File: config.mk
export PLATFORM = sky130hd
export DESIGN_NAME = lc3_mem_arbiter
export DESIGN_NICKNAME = d
export VERILOG_FILES = /design/src/rtl/lc3_mem_arbiter.sv
export SDC_FILE = /design/constraint.sdc
export NUM_CORES = 1
export LEC_CHECK = 0
export BUFFER_PORTS_ARGS = -buffer_cell sky130_fd_sc_hd__buf_2
export CORE_MARGIN = 2
export CORE_UTILIZATION = 44
export DETAILED_ROUTE_END_ITERATION = 6
export GPL_TIMING_DRIVEN = 0
export PLACE_DENSITY = 0.91
export SYNTH_ARGS = -nofsm -noshare
export SYNTH_HDL_FRONTEND = slang
export SYNTH_SLANG_ARGS = --single-unit
File: constraint.sdc
create_clock -name clk -period 4.3 [get_ports clk]
set_input_delay 0.43 -clock clk [delete_from_list [all_inputs] [get_ports clk]]
set_output_delay 0.43 -clock clk [all_outputs]
set_load 0.05 [all_outputs]
File: src/rtl/lc3_mem_arbiter.sv
// Shares the single-port LC-3 main memory between instruction fetch and data
// access: fixed DM priority with a streak limit so a waiting fetch is never starved.
module lc3_mem_arbiter #(
  parameter int ADDR_DEPTH    = 512,
  parameter int MAX_DM_STREAK = 4
) (
  input  logic        clk,
  input  logic        rst,
  input  logic        if_req,
  input  logic [15:0] if_addr,
  output logic        if_done,
  output logic [15:0] if_rdata,
  output logic        if_err,
  input  logic        dm_req,
  input  logic        dm_we,
  input  logic [15:0] dm_addr,
  input  logic [15:0] dm_wdata,
  output logic        dm_done,
  output logic [15:0] dm_rdata,
  output logic        dm_err,
  output logic        mem_en,
  output logic        mem_we,
  output logic [15:0] mem_addr,
  output logic [15:0] mem_wdata,
  input  logic [15:0] mem_rdata
);

  localparam int SW = $clog2(MAX_DM_STREAK + 1);
  localparam logic [SW-1:0] STREAK_MAX = SW'(MAX_DM_STREAK);
  localparam logic [16:0]   DEPTH      = 17'(ADDR_DEPTH);

  typedef enum logic [1:0] {IDLE, ISSUE, DONE} state_t;
  typedef enum logic {OWN_IF, OWN_DM} owner_t;

  state_t        state, state_nxt;
  owner_t        owner;
  logic [SW-1:0] streak;
  logic          err_q;
  logic          wr_q;

  logic          any_req;
  logic          grant_dm;
  logic [15:0]   sel_addr;
  logic          sel_err;

  assign any_req  = if_req || dm_req;
  // DM has priority unless a waiting fetch has already lost MAX_DM_STREAK times.
  assign grant_dm = dm_req && (!if_req || (streak != STREAK_MAX));
  assign sel_addr = grant_dm ? dm_addr : if_addr;
  assign sel_err  = ({1'b0, sel_addr} >= DEPTH);

  // NOTE: sequential state uses non-blocking assignments so every register
  // samples the pre-edge values regardless of statement order.
  always_ff @(posedge clk) begin
    if (rst) state <= IDLE;
    else     state <= state_nxt;
  end

  always_comb begin
    state_nxt = state;
    unique case (state)
      IDLE:    if (any_req) state_nxt = ISSUE;
      ISSUE:   state_nxt = DONE;
      DONE:    state_nxt = IDLE;
      default: state_nxt = IDLE;
    endcase
  end

  // Access-context and memory-interface registers; the memory itself has no reset.
  always_ff @(posedge clk) begin
    if (rst) begin
      owner     <= OWN_IF;
      streak    <= '0;
      err_q     <= 1'b0;
      wr_q      <= 1'b0;
      mem_en    <= 1'b0;
      mem_we    <= 1'b0;
      mem_addr  <= '0;
      mem_wdata <= '0;
    end else begin
      unique case (state)
        IDLE: begin
          if (any_req) begin
            owner     <= grant_dm ? OWN_DM : OWN_IF;
            err_q     <= sel_err;
            wr_q      <= grant_dm && dm_we;
            mem_en    <= !sel_err;
            mem_we    <= grant_dm && dm_we && !sel_err;
            mem_addr  <= sel_addr;
            mem_wdata <= grant_dm ? dm_wdata : 16'h0000;
            if (grant_dm && if_req)
              streak <= (streak == STREAK_MAX) ? streak : streak + 1'b1;
            else
              streak <= '0;
          end
        end
        ISSUE: begin
          mem_en    <= 1'b0;
          mem_we    <= 1'b0;
          mem_addr  <= '0;
          mem_wdata <= '0;
        end
        default: ;
      endcase
    end
  end

  // NOTE: every output gets a default first so the combinational block
  // cannot infer a latch on any path.
  always_comb begin
    if_done  = 1'b0;
    if_err   = 1'b0;
    if_rdata = 16'h0000;
    dm_done  = 1'b0;
    dm_err   = 1'b0;
    dm_rdata = 16'h0000;
    if (state == DONE) begin
      if (owner == OWN_IF) begin
        if_done  = 1'b1;
        if_err   = err_q;
        if_rdata = err_q ? 16'h0000 : mem_rdata;
      end else begin
        dm_done  = 1'b1;
        dm_err   = err_q;
        dm_rdata = (err_q || wr_q) ? 16'h0000 : mem_rdata;
      end
    end
  end

endmodule

==> run metrics <==
Comb pwr share=0.257; total power=between 0.001 and 0.0015 W; cts hold-fix bufs=0; Finished Layout Cells=378; Synth Instances=roughly 180; Worst Path Max Fanout=10; Fillers=about 340; area leader, netlist=dfxtp_1; EDFF count, synth=0; Tcrit/Tclk final=0.564; RSZ-0062 raised after global routing=no; P_sw=0.000329 W; CTS tree=done; synth unique cells=35; Nets=between 300 and 400; hold crit path type=in2reg; reg2reg start=streak[0]$_SDFFE_PP0P_; reg-to-reg endpoint=mem_wdata[3]$_SDFFE_PP0P_; final worst slack=approximately 1900 ps; Setup Buffers After CTS=0; ANT cells=0; Max-Cap Viols=0; pin count of the biggest net entering global routing=14; die area=~0.005 sq mm; post-route DRC violation count=0; Leak Pwr=around 1.5 nW; # clock sinks=between 40 and 50; Reg clk slew, reported paths=about 80 ps; total congestion overflow=0; CP endpoint=dm_rdata[8]; Starting Density=0.453; worst-case clock buffer depth=2; most frequent cell after synthesis=dfxtp_1; first-pass GRT wire length=8290 um; post-DP HPWL=~4200 um; Cells after DPL=between 300 and 400; dpl ws=2180 ps; top-area cell type share of the netlist area=0.429; post-route minimum period=2430 ps; Total Routing Usage GR=0.204; first drt pass iteration count=4; # setup viols final=0; Clk Latency, worst-skew pair=~280 ps; Slew HR=0.669; crit end category=primary output; switching share of power=0.329; ANT nets after route=0; Main synth FF type=dfxtp_1; Syn Std Cell Area=0.00196 sq mm; Hold Crit Start=dm_wdata[9]; htree depth=2; Int Pwr=roughly 0.00067 W; routed vias/inst=a little over 5; height of the die=70.8 um; vias in the first global route=between 1,500 and 2,000; Detailed Route Iter0 Violations=34; outcome=finished clean; Slew Viols, Final=0; worst setup path startpoint=state[1]$_SDFFE_PP0P_; PortBufs=approximately 140; Clock Power Share=0.306; initial antenna violation count=0; per-cell routed wire length=about 14 um; Top Ports=139; CTS-repair resized insts=0; register bit count reported by yosys=42; WS Path Type=reg2out; Syn Area/Cell=10.8 sq um; CP arrival=roughly 2000 ps; Core Rows=24; VDD IR max=~280 uV; worst r2r path cells=7; fraction of layout cells with a size suffix above 1=0.525; register share of total power=0.437; WHS=roughly 350 ps; Area contributors post-synth=dfxtp_1 43%, and2_1 11%, mux2i_1 8.2%; CP Launch Type=flip-flop; Async SR Flop Fraction=0; Routed WL=5220 um; CP Data Required Time=a little under 4000 ps; Min-Delay Path Depth=2; CTS Buf Count=5; Commonest cells post-synth=42 x dfxtp_1, 35 x and2_1, 17 x a22o_1; sequential area share after synthesis=0.429; Vias=1,920; Synth Warn #=0; core area=0.00432 sq mm; R2R setup slack=around 2400 ps; Slew @ Worst Pin=493 ps; Fmax=between 0.4 and 0.5 GHz; clk_skew=between 4 and 5 ps; P&R area growth vs syn=43.8%; setup_tns=0 ps; routability cong.=~0.75; pwr/cell area=approximately 350 mW/mm^2; Post-Syn Nets=252; final hold vios=0; Root Driver=clkbuf_8; Die Width=a little over 70 um
## metal layers
metal	global-route usage	vias up	wire length (um)
met1	0.221	862	2030
met3	0.0570	8	478
met2	0.383	104	2640
met5	0	-	0
li1	-	946	-
met4	0.0629	0	70
## power by group through the flow
stage / Clock, W / Combinational, W / Sequential, W
6_report: 0.000306 / 0.000257 / 0.000437
5_1_grt: 0.000324 / 0.000272 / 0.000441
4_1_cts: 0.000307 / 0.000258 / 0.000437
3_5_place_dp: 0 / 0.000257 / 0.000445
3_3_place_gp: 0 / 0.000252 / 0.000444
2_1_floorplan: 0 / 0.0000993 / 0.000523
## flip-flops by register name (all words and copies together) (netlist names)
register and count:
streak 3, mem_wdata 16, err_q 1, wr_q 1, mem_en 1, state 2, mem_addr 16, owner 1
mem_we 1
## stage by stage
stage | util | area (sq um)
after global placement | 0.627 | 2710
after global routing | 0.652 | 2820
after detailed placement | 0.627 | 2710
final | 0.652 | 2820
after floorplan | - | 1960
after CTS | 0.652 | 2820
## logic make-up (layout without fill, tap and decap cells)
family,after synthesis,count (layout),synth area share
AND/OR/NAND/NOR,64,64,0.214
AO/OA/AOI/OAI,42,42,0.211
flip-flops,42,42,0.429
multiplexers,16,16,0.0817
buffers and inverters,15,160,0.0523
adder cells (fa/ha/maj),2,2,0.0128
## worst max-delay path: stages, from the launching register on
cell and delay, ps:
dfxtp_1 480, and3b_1 230, nor3b_2 350, buf_2 250, and2_1 140, buf_2 260
## cells in the final DEF (no fill, tap or decap), types with 2 or more instances in the layout
cell type	n
a22o_1	17
o2bb2ai_1	6
nor3_1	2
buf_2	141
inv_1	3
nand4_1	4
o21ai_0	2
mux2i_1	16
a21oi_1	2
and2_1	35
clkinv_2	2
and3b_1	2
ha_1	2
buf_4	3
nor2_1	3
o2bb2ai_2	10
dfxtp_1	42
clkbuf_8	5
nor3b_2	2
nand2_1	5
buf_6	4
nor4_1	2
## cell type report
cell class	instances	area [sq um]	area share
clock buffers	5	68.8	0.0244
well taps	52	65.1	0.0231
inverters	3	11.3	0.00399
repair buffers	137	686	0.243
clock inverters	3	40.0	0.0142
flip-flops and latches	42	841	0.298
plain buffers	12	91.3	0.0324
multi-input cells	124	1020	0.361
## worst min-delay path by stage
| stage | endpoint |
|---|---|
| after CTS | mem_wdata[4]$_SDFFE_PP0P_ |
| final | mem_wdata[9]$_SDFFE_PP0P_ |
| after global placement | mem_we$_SDFFE_PP0P_ |
| after detailed placement | mem_addr[0]$_SDFFE_PP0P_ |
| after floorplan | streak[1]$_SDFFE_PP0P_ |
| after global routing | mem_wdata[10]$_SDFFE_PP0P_ |
No activity file was read; power rests on OpenSTA's default activity.
